[src/rtl/spi_slave_core.sv]
// spi_slave_core: oversampled SPI slave, all CPOL/CPHA modes, valid/ready TX and RX holding registers.
module spi_slave_core #(
  parameter int DATA_W      = 8,
  parameter int CPOL        = 0,
  parameter int CPHA        = 0,
  parameter int MSB_FIRST   = 1,
  parameter int SYNC_STAGES = 2
) (
  input  logic              clk,
  input  logic              rst_n,
  input  logic              sclk,
  input  logic              mosi,
  input  logic              ss_n,
  output logic              miso,
  output logic              miso_oe,
  input  logic [DATA_W-1:0] tx_data,
  input  logic              tx_valid,
  output logic              tx_ready,
  output logic [DATA_W-1:0] rx_data,
  output logic              rx_valid,
  input  logic              rx_ready,
  output logic              busy,
  output logic              tx_underrun,
  output logic              rx_overrun
);
  localparam int CW = $clog2(DATA_W);
  typedef enum logic {IDLE, ACTIVE} state_t;
  state_t state;
  logic [SYNC_STAGES-1:0] sclk_sync, mosi_sync, ss_sync;
  logic sclk_d, ss_d, sclk_s, mosi_s, ss_s;
  logic leading, trailing, sample, shift, ss_fall, ss_rise, load, hold_full;
  logic tx_last, rx_last, first_bit, next_bit;
  logic [DATA_W-1:0] hold, tx_sr, rx_sr, rx_nxt, ld_word, sh_sr;
  logic [CW-1:0] tx_cnt, rx_cnt;
  always_comb begin
    sclk_s    = sclk_sync[SYNC_STAGES-1];
    mosi_s    = mosi_sync[SYNC_STAGES-1];
    ss_s      = ss_sync[SYNC_STAGES-1];
    leading   = (sclk_s != sclk_d) && (sclk_d == 1'(CPOL));
    trailing  = (sclk_s != sclk_d) && (sclk_s == 1'(CPOL));
    sample    = (CPHA != 0) ? trailing : leading;
    shift     = (CPHA != 0) ? leading : trailing;
    ss_fall   = ss_d && !ss_s;
    ss_rise   = !ss_d && ss_s;
    tx_last   = tx_cnt == CW'(DATA_W-1);
    rx_last   = rx_cnt == CW'(DATA_W-1);
    rx_nxt    = (MSB_FIRST != 0) ? {rx_sr[DATA_W-2:0], mosi_s} : {mosi_s, rx_sr[DATA_W-1:1]};
    ld_word   = hold_full ? hold : '0;
    first_bit = (MSB_FIRST != 0) ? ld_word[DATA_W-1] : ld_word[0];
    sh_sr     = (MSB_FIRST != 0) ? tx_sr << 1 : tx_sr >> 1;
    next_bit  = (MSB_FIRST != 0) ? tx_sr[DATA_W-2] : tx_sr[1];
    // CPHA=0 preloads at select; CPHA=1 loads on the first shift edge of every word
    load      = (state == IDLE && ss_fall && CPHA == 0) ||
                (state == ACTIVE && !ss_rise && shift && ((CPHA != 0) ? tx_cnt == '0 : tx_last));
  end
  assign tx_ready = !hold_full;
  always_ff @(posedge clk or negedge rst_n) begin
    if (!rst_n) begin
      sclk_sync <= {SYNC_STAGES{1'(CPOL)}};
      mosi_sync <= '0;
      ss_sync   <= '1;
      sclk_d    <= 1'(CPOL);
      ss_d      <= 1'b1;
    end else begin
      sclk_sync <= {sclk_sync[SYNC_STAGES-2:0], sclk};
      mosi_sync <= {mosi_sync[SYNC_STAGES-2:0], mosi};
      ss_sync   <= {ss_sync[SYNC_STAGES-2:0], ss_n};
      sclk_d    <= sclk_s;
      ss_d      <= ss_s;
    end
  end
  always_ff @(posedge clk or negedge rst_n) begin
    if (!rst_n) begin
      state       <= IDLE;
      busy        <= 1'b0;
      miso_oe     <= 1'b0;
      miso        <= 1'b0;
      hold        <= '0;
      hold_full   <= 1'b0;
      tx_sr       <= '0;
      rx_sr       <= '0;
      tx_cnt      <= '0;
      rx_cnt      <= '0;
      rx_data     <= '0;
      rx_valid    <= 1'b0;
      tx_underrun <= 1'b0;
      rx_overrun  <= 1'b0;
    end else begin
      tx_underrun <= 1'b0;
      rx_overrun  <= 1'b0;
      if (rx_valid && rx_ready) rx_valid <= 1'b0;
      if (load) begin
        tx_sr       <= ld_word;
        miso        <= first_bit;
        tx_underrun <= !hold_full;
        hold_full   <= 1'b0;
        tx_cnt      <= (CPHA != 0) ? CW'(1) : '0;
      end else if (state == ACTIVE && !ss_rise && shift) begin
        tx_sr  <= sh_sr;
        miso   <= next_bit;
        tx_cnt <= tx_last ? '0 : tx_cnt + CW'(1);
      end
      // a capture in the same cycle as a load refills the just-emptied register
      if (tx_valid && !hold_full) begin
        hold      <= tx_data;
        hold_full <= 1'b1;
      end
      if (state == IDLE && ss_fall) begin
        state   <= ACTIVE;
        busy    <= 1'b1;
        miso_oe <= 1'b1;
      end else if (state == ACTIVE && ss_rise) begin
        state   <= IDLE;
        busy    <= 1'b0;
        miso_oe <= 1'b0;
        tx_cnt  <= '0;
        rx_cnt  <= '0;
        tx_sr   <= '0;
        rx_sr   <= '0;
      end else if (state == ACTIVE && sample) begin
        rx_sr  <= rx_nxt;
        rx_cnt <= rx_last ? '0 : rx_cnt + CW'(1);
        if (rx_last && (!rx_valid || rx_ready)) begin
          rx_data  <= rx_nxt;
          rx_valid <= 1'b1;
        end else if (rx_last) begin
          rx_overrun <= 1'b1;
        end
      end
    end
  end
endmodule

[config.mk]
export PLATFORM = sky130hd
export DESIGN_NAME = spi_slave_core
export DESIGN_NICKNAME = d
export VERILOG_FILES = /design/src/rtl/spi_slave_core.sv
export SDC_FILE = /design/constraint.sdc
export NUM_CORES = 1
export LEC_CHECK = 0
export BUFFER_PORTS_ARGS = -buffer_cell sky130_fd_sc_hd__buf_2
export CORE_UTILIZATION = 23
export DETAILED_ROUTE_END_ITERATION = 8
export HOLD_SLACK_MARGIN = 0.02
export RECOVER_POWER = 25
export SLEW_MARGIN = 15
export SYNTH_ARGS = -nofsm -noshare
export SYNTH_HDL_FRONTEND = slang
export SYNTH_SLANG_ARGS = --single-unit
[constraint.sdc]
create_clock -name clk -period 1.75 [get_ports clk]
set_input_delay 0.35 -clock clk [delete_from_list [all_inputs] [get_ports clk]]
set_output_delay 0.35 -clock clk [all_outputs]
set_load 0.005 [all_outputs]
**Yosys cells after proc, flatten, opt, wreduce, memory -nomap -nowiden**

Index checks and enable logic that the tools add are counted.

- Register bits after elaboration: 51
- Output and inout port bits: 15
- Word-level logic and storage cells: 85

- Add/subtract/negate cells: 2
- Equality and inequality tests: 3
- Muxes and demuxes: 32
- Bitwise gates (word level): 5
- Reductions and logical operators: 26

Operators by type and width:

| cell | count |
|---|---|
| $mux W8 | 5 |
| $mux W3 | 8 |
| $mux W1 | 17 |
| $mux W7 | 2 |
| $logic_and A1 B1 Y1 | 13 |
| $reduce_bool A2 Y1 | 4 |
| $add A3 B1 Y3 const B | 2 |
| $eq A3 B3 Y1 const B | 2 |
| $logic_not A1 Y1 | 5 |
| $not A1 Y1 | 5 |
| $reduce_and A4 Y1 | 1 |
| $logic_or A1 B1 Y1 | 2 |
| $reduce_and A2 Y1 | 1 |
| $ne A1 B1 Y1 | 1 |

**Logic depth before layout (Yosys ltp)**

- Depth after elaboration: 10
- Depth in mapped cells: 8
- Depth with buffers taken out: 6

**Worst setup path before layout**

No wires, ideal clock.

- Path kind: register to register
- From: register tx_cnt[0]
- To: register tx_sr[1]
- Library setup time: 0.111 ns
- Data arrival time: 1.624 ns
- Required time: 1.639 ns
- Setup slack: 0.014 ns
- Cell stages (with the launch flop): 9
- Period minus slack after synthesis: 1.736 ns
- Cells stage by stage: dfrtp_1 > ha_1 > ha_1 > nand4b_1 > a21o_1 > buf_2 > and2_1 > buf_6 > a2111oi_2

- Word-level cells in the longest chain between the ends: 6

Ends and longest elaborated chain:

| what | RTL line | text |
|---|---|---|
| start, declared | 34 | `logic [CW-1:0] tx_cnt, rx_cnt;` |
| start signal, assigned | 97 | `tx_cnt <= (CPHA != 0) ? CW'(1) : '0;` |
| start signal, assigned | 101 | `tx_cnt <= tx_last ? '0 : tx_cnt + CW'(1);` |
| $eq A3 B3 Y1 * | 45 | `tx_last = tx_cnt == CW'(DATA_W-1);` |
| $logic_and A1 B1 Y1 * | 54 | `(state == ACTIVE && !ss_rise && shift && ((CPHA != 0) ? tx_cnt == '0 : tx_last));` |
| $logic_or A1 B1 Y1 * | 53 | `load = (state == IDLE && ss_fall && CPHA == 0) \|\|` |
| $mux W8 * | 92 | `if (load) begin` |
| $mux W8 | 112 | `end else if (state == ACTIVE && ss_rise) begin` |
| $mux W8 * | 108 | `if (state == IDLE && ss_fall) begin` |
| end signal, assigned | 93 | `tx_sr <= ld_word;` |
| end signal, assigned | 99 | `tx_sr <= sh_sr;` |
| end, declared | 33 | `logic [DATA_W-1:0] hold, tx_sr, rx_sr, rx_nxt, ld_word, sh_sr;` |

Every way passes the cells marked *; elsewhere a longest branch is shown, timed or not.
A chain may end at the register's enable or synchronous reset.

**Worst setup path in the final report**

- From: register tx_cnt[0]
- To: register tx_sr[2]

The elaborated chain is that of the path after synthesis.

==> flow_metrics.tcl <==
set metrics [dict create \
    status "finished, final reports clean" \
    core_area_um2 8720 \
    totalWireLength_um 4040 \
    place_congestion 0.786 \
    portBuffers 29 \
    setup_viol 0 \
    clkSlewWorstSetupHoldPaths_ns 0.09 \
    drv_slew 0 \
    final_core_util 0.300 \
    postPlaceCellArea_um2 2410 \
    drc 0 \
    antenna_found_initial 0 \
    syn_area_um2 2080 \
    final_area_um2 2620 \
    worstSetupPathType "reg2reg" \
    h-tree-depth 2 \
    nets 221 \
    drt-initial-drc-count 61 \
    cp-end-kind "flip-flop" \
    synth-seq-cells 50 \
    fin_skew_ns 0.00904 \
    cp.required_ns 1.95 \
    p_leak_uw 0.00128 \
    slew-limit-headroom 0.526 \
    reg2reg_depth 6 \
    cts_tree "built" \
    tns_ns 0 \
    hold_viol_final 0 \
    power.total_uw 2720 \
    yosysSeqAreaShare 0.605 \
    syn_area_per_cell_um2 13.3 \
    min_period_over_period 0.992 \
    clockBufferDepth 2 \
    cp.arrival_ns 1.93 \
    timing.hold.ws_ns 0.142 \
    p_per_area_nw_per_um2 1040 \
    routedWlPerCell_um 13.0 \
    yosysWarnings 0 \
    cp_max_fo 8 \
    worst_slew_pin_slew_ns 0.707 \
    final_cell_mix "dfrtp_1 (47), buf_2 (29), buf_4 (15), mux2_1 (12), a22o_1 (10)" \
    crit_path_start_kind "flip-flop" \
    rr_startpoint "tx_cnt[0]" \
    yosys.cell_types.count 35 \
    grt_usage 0.0898 \
    r2r_end "tx_sr[2]" \
    syn_nets 175 \
    drt-pass1-iter-count 4 \
    place_hpwl_um 2660 \
    fin_crit_ns 1.74 \
    ir_drop_mv 0.470 \
    grt_first_pass_wirelength_um 6780 \
    die_w_um 97 \
    grt_pass1_vias 1397 \
    dieHeight_um 97 \
    grt_max_degree 51 \
    start_util 0.238 \
    final_common_cell "dfrtp_1" \
    min_from "ss_n" \
    placementRows 34 \
    clk_latency_ns 0.30 \
    root_buffer "clkbuf_8" \
    drive_gt1_frac 0.350 \
    ant_nets 0 \
    synthCells 156 \
    ios 30 \
    n_antenna_cell 0 \
    num_vias 1350 \
    hp-class "in2reg" \
    worst-r2r-setup-slack_ns 0.01 \
    rsz0062_at_grt "yes" \
    whs_endpoint "ss_sync[0]" \
    die-area_um2 9410 \
    vias_per_cell 4.34 \
    drv_cap 0 \
    numCtsBuffers 5 \
    cts.sinks 50 \
    area_delta_synth_final_pct 26.0 \
    gr-total-overflow 0 \
    max_freq_mhz 576 \
    holdPathStages 1 \
]
-- cell families (layout without fill, tap and decap cells) --
family,count (synthesis),count (layout),synth area share
buffers and inverters,12,59,0.0325
adder cells (fa/ha/maj),4,4,0.0241
flip-flops,50,50,0.605
AND/OR/NAND/NOR,32,32,0.0838
XOR/XNOR,1,1,0.00422
multiplexers,22,22,0.115
AO/OA/AOI/OAI,35,35,0.136
-- per-stage QoR --
stage | std cells | setup slack (ns)
floorplan | 156 | 0.0142
global placement | 298 | -0.0954
detailed placement | 298 | -0.0994
CTS | 308 | 0.00404
global route | 311 | -0.0682
finish | 311 | 0.0132
-- sequential cells by signal (all words and copies together), names as in the netlist, 2 cells and up --
signal and flops:
rx_cnt 3, rx_data 8, tx_sr 7, tx_cnt 3, mosi_sync 2, rx_sr 7
sclk_sync 2, hold 8, ss_sync 2
-- layer usage --
layer | track usage | routed length [um] | vias to the layer above
li1 | - | - | 648
met1 | 0.117 | 1960 | 674
met2 | 0.139 | 1900 | 21
met3 | 0.0188 | 94 | 7
met4 | 0.0482 | 89 | 0
met5 | 0 | 0 | -
-- worst max path at each step --
stage               end  slack (ns)      start
2_1_floorplan  tx_sr[1]        0.01  tx_cnt[0]
3_3_place_gp   tx_sr[5]        -0.1  tx_cnt[0]
3_5_place_dp   tx_sr[5]        -0.1  tx_cnt[0]
4_1_cts        tx_sr[6]       0.004  tx_cnt[0]
5_1_grt        tx_sr[2]       -0.07  tx_cnt[0]
6_report       tx_sr[2]        0.01  tx_cnt[0]
-- cells in the mapped netlist (all sizes together) --
master / number / area [um2]
o21ai: 5 / 25.0
xor2: 1 / 8.76
ha: 4 / 50.1
or2: 1 / 6.26
a21oi: 8 / 43.8
and3: 1 / 6.26
nor2: 7 / 26.3
mux2i: 8 / 80.1
a21o: 3 / 22.5
buf: 8 / 52.5
a31oi: 2 / 12.5
dfrtp: 47 / 1180
o31ai: 1 / 7.51
nand4: 1 / 12.5
and4: 1 / 8.76
inv: 4 / 15.0
nor3b: 1 / 7.51
nand2b: 3 / 18.8
and2b: 1 / 7.51
nand2: 8 / 30.0
dfstp: 3 / 78.8
mux2: 14 / 158
o32ai: 1 / 8.76
nand3: 2 / 10.0
a22o: 10 / 87.6
a2111oi: 5 / 75.1
and2: 1 / 6.26
nand4b: 1 / 8.76
nor2b: 4 / 25.0
-- worst max-delay path: stages (launching register included) --
cell	delay, ns
dfrtp_1	0.38
ha_2	0.21
ha_4	0.15
nand4b_1	0.12
a21o_4	0.25
and2_4	0.20
a2111oi_4	0.32
-- what timing repair did --
action,4_1_cts,5_1_grt
pin swaps,3,0
hold buffers,1,0
setup endpoints to repair,16,8
endpoints found under the hold margin,16,0
buffers inserted,2,3
resized for setup,11,3
-- cell type report --
type                            instances  area [um2]
Inverter                                4        15.0
Fill cell                             869        6100
Tap cell                              108         135
Timing Repair Buffer                   47         287
Clock inverter                          3        21.3
Sequential cell                        50        1250
Multi-Input combinational cell         94         835
Clock buffer                            5        68.8
-- report_power, final --
group	leakage, uW	internal (uW)	switching, uW
Combinational	0.000594	300	254
Sequential	0.000641	1360	137
Clock	0.0000441	281	384
(Power assumes the default switching activity.)
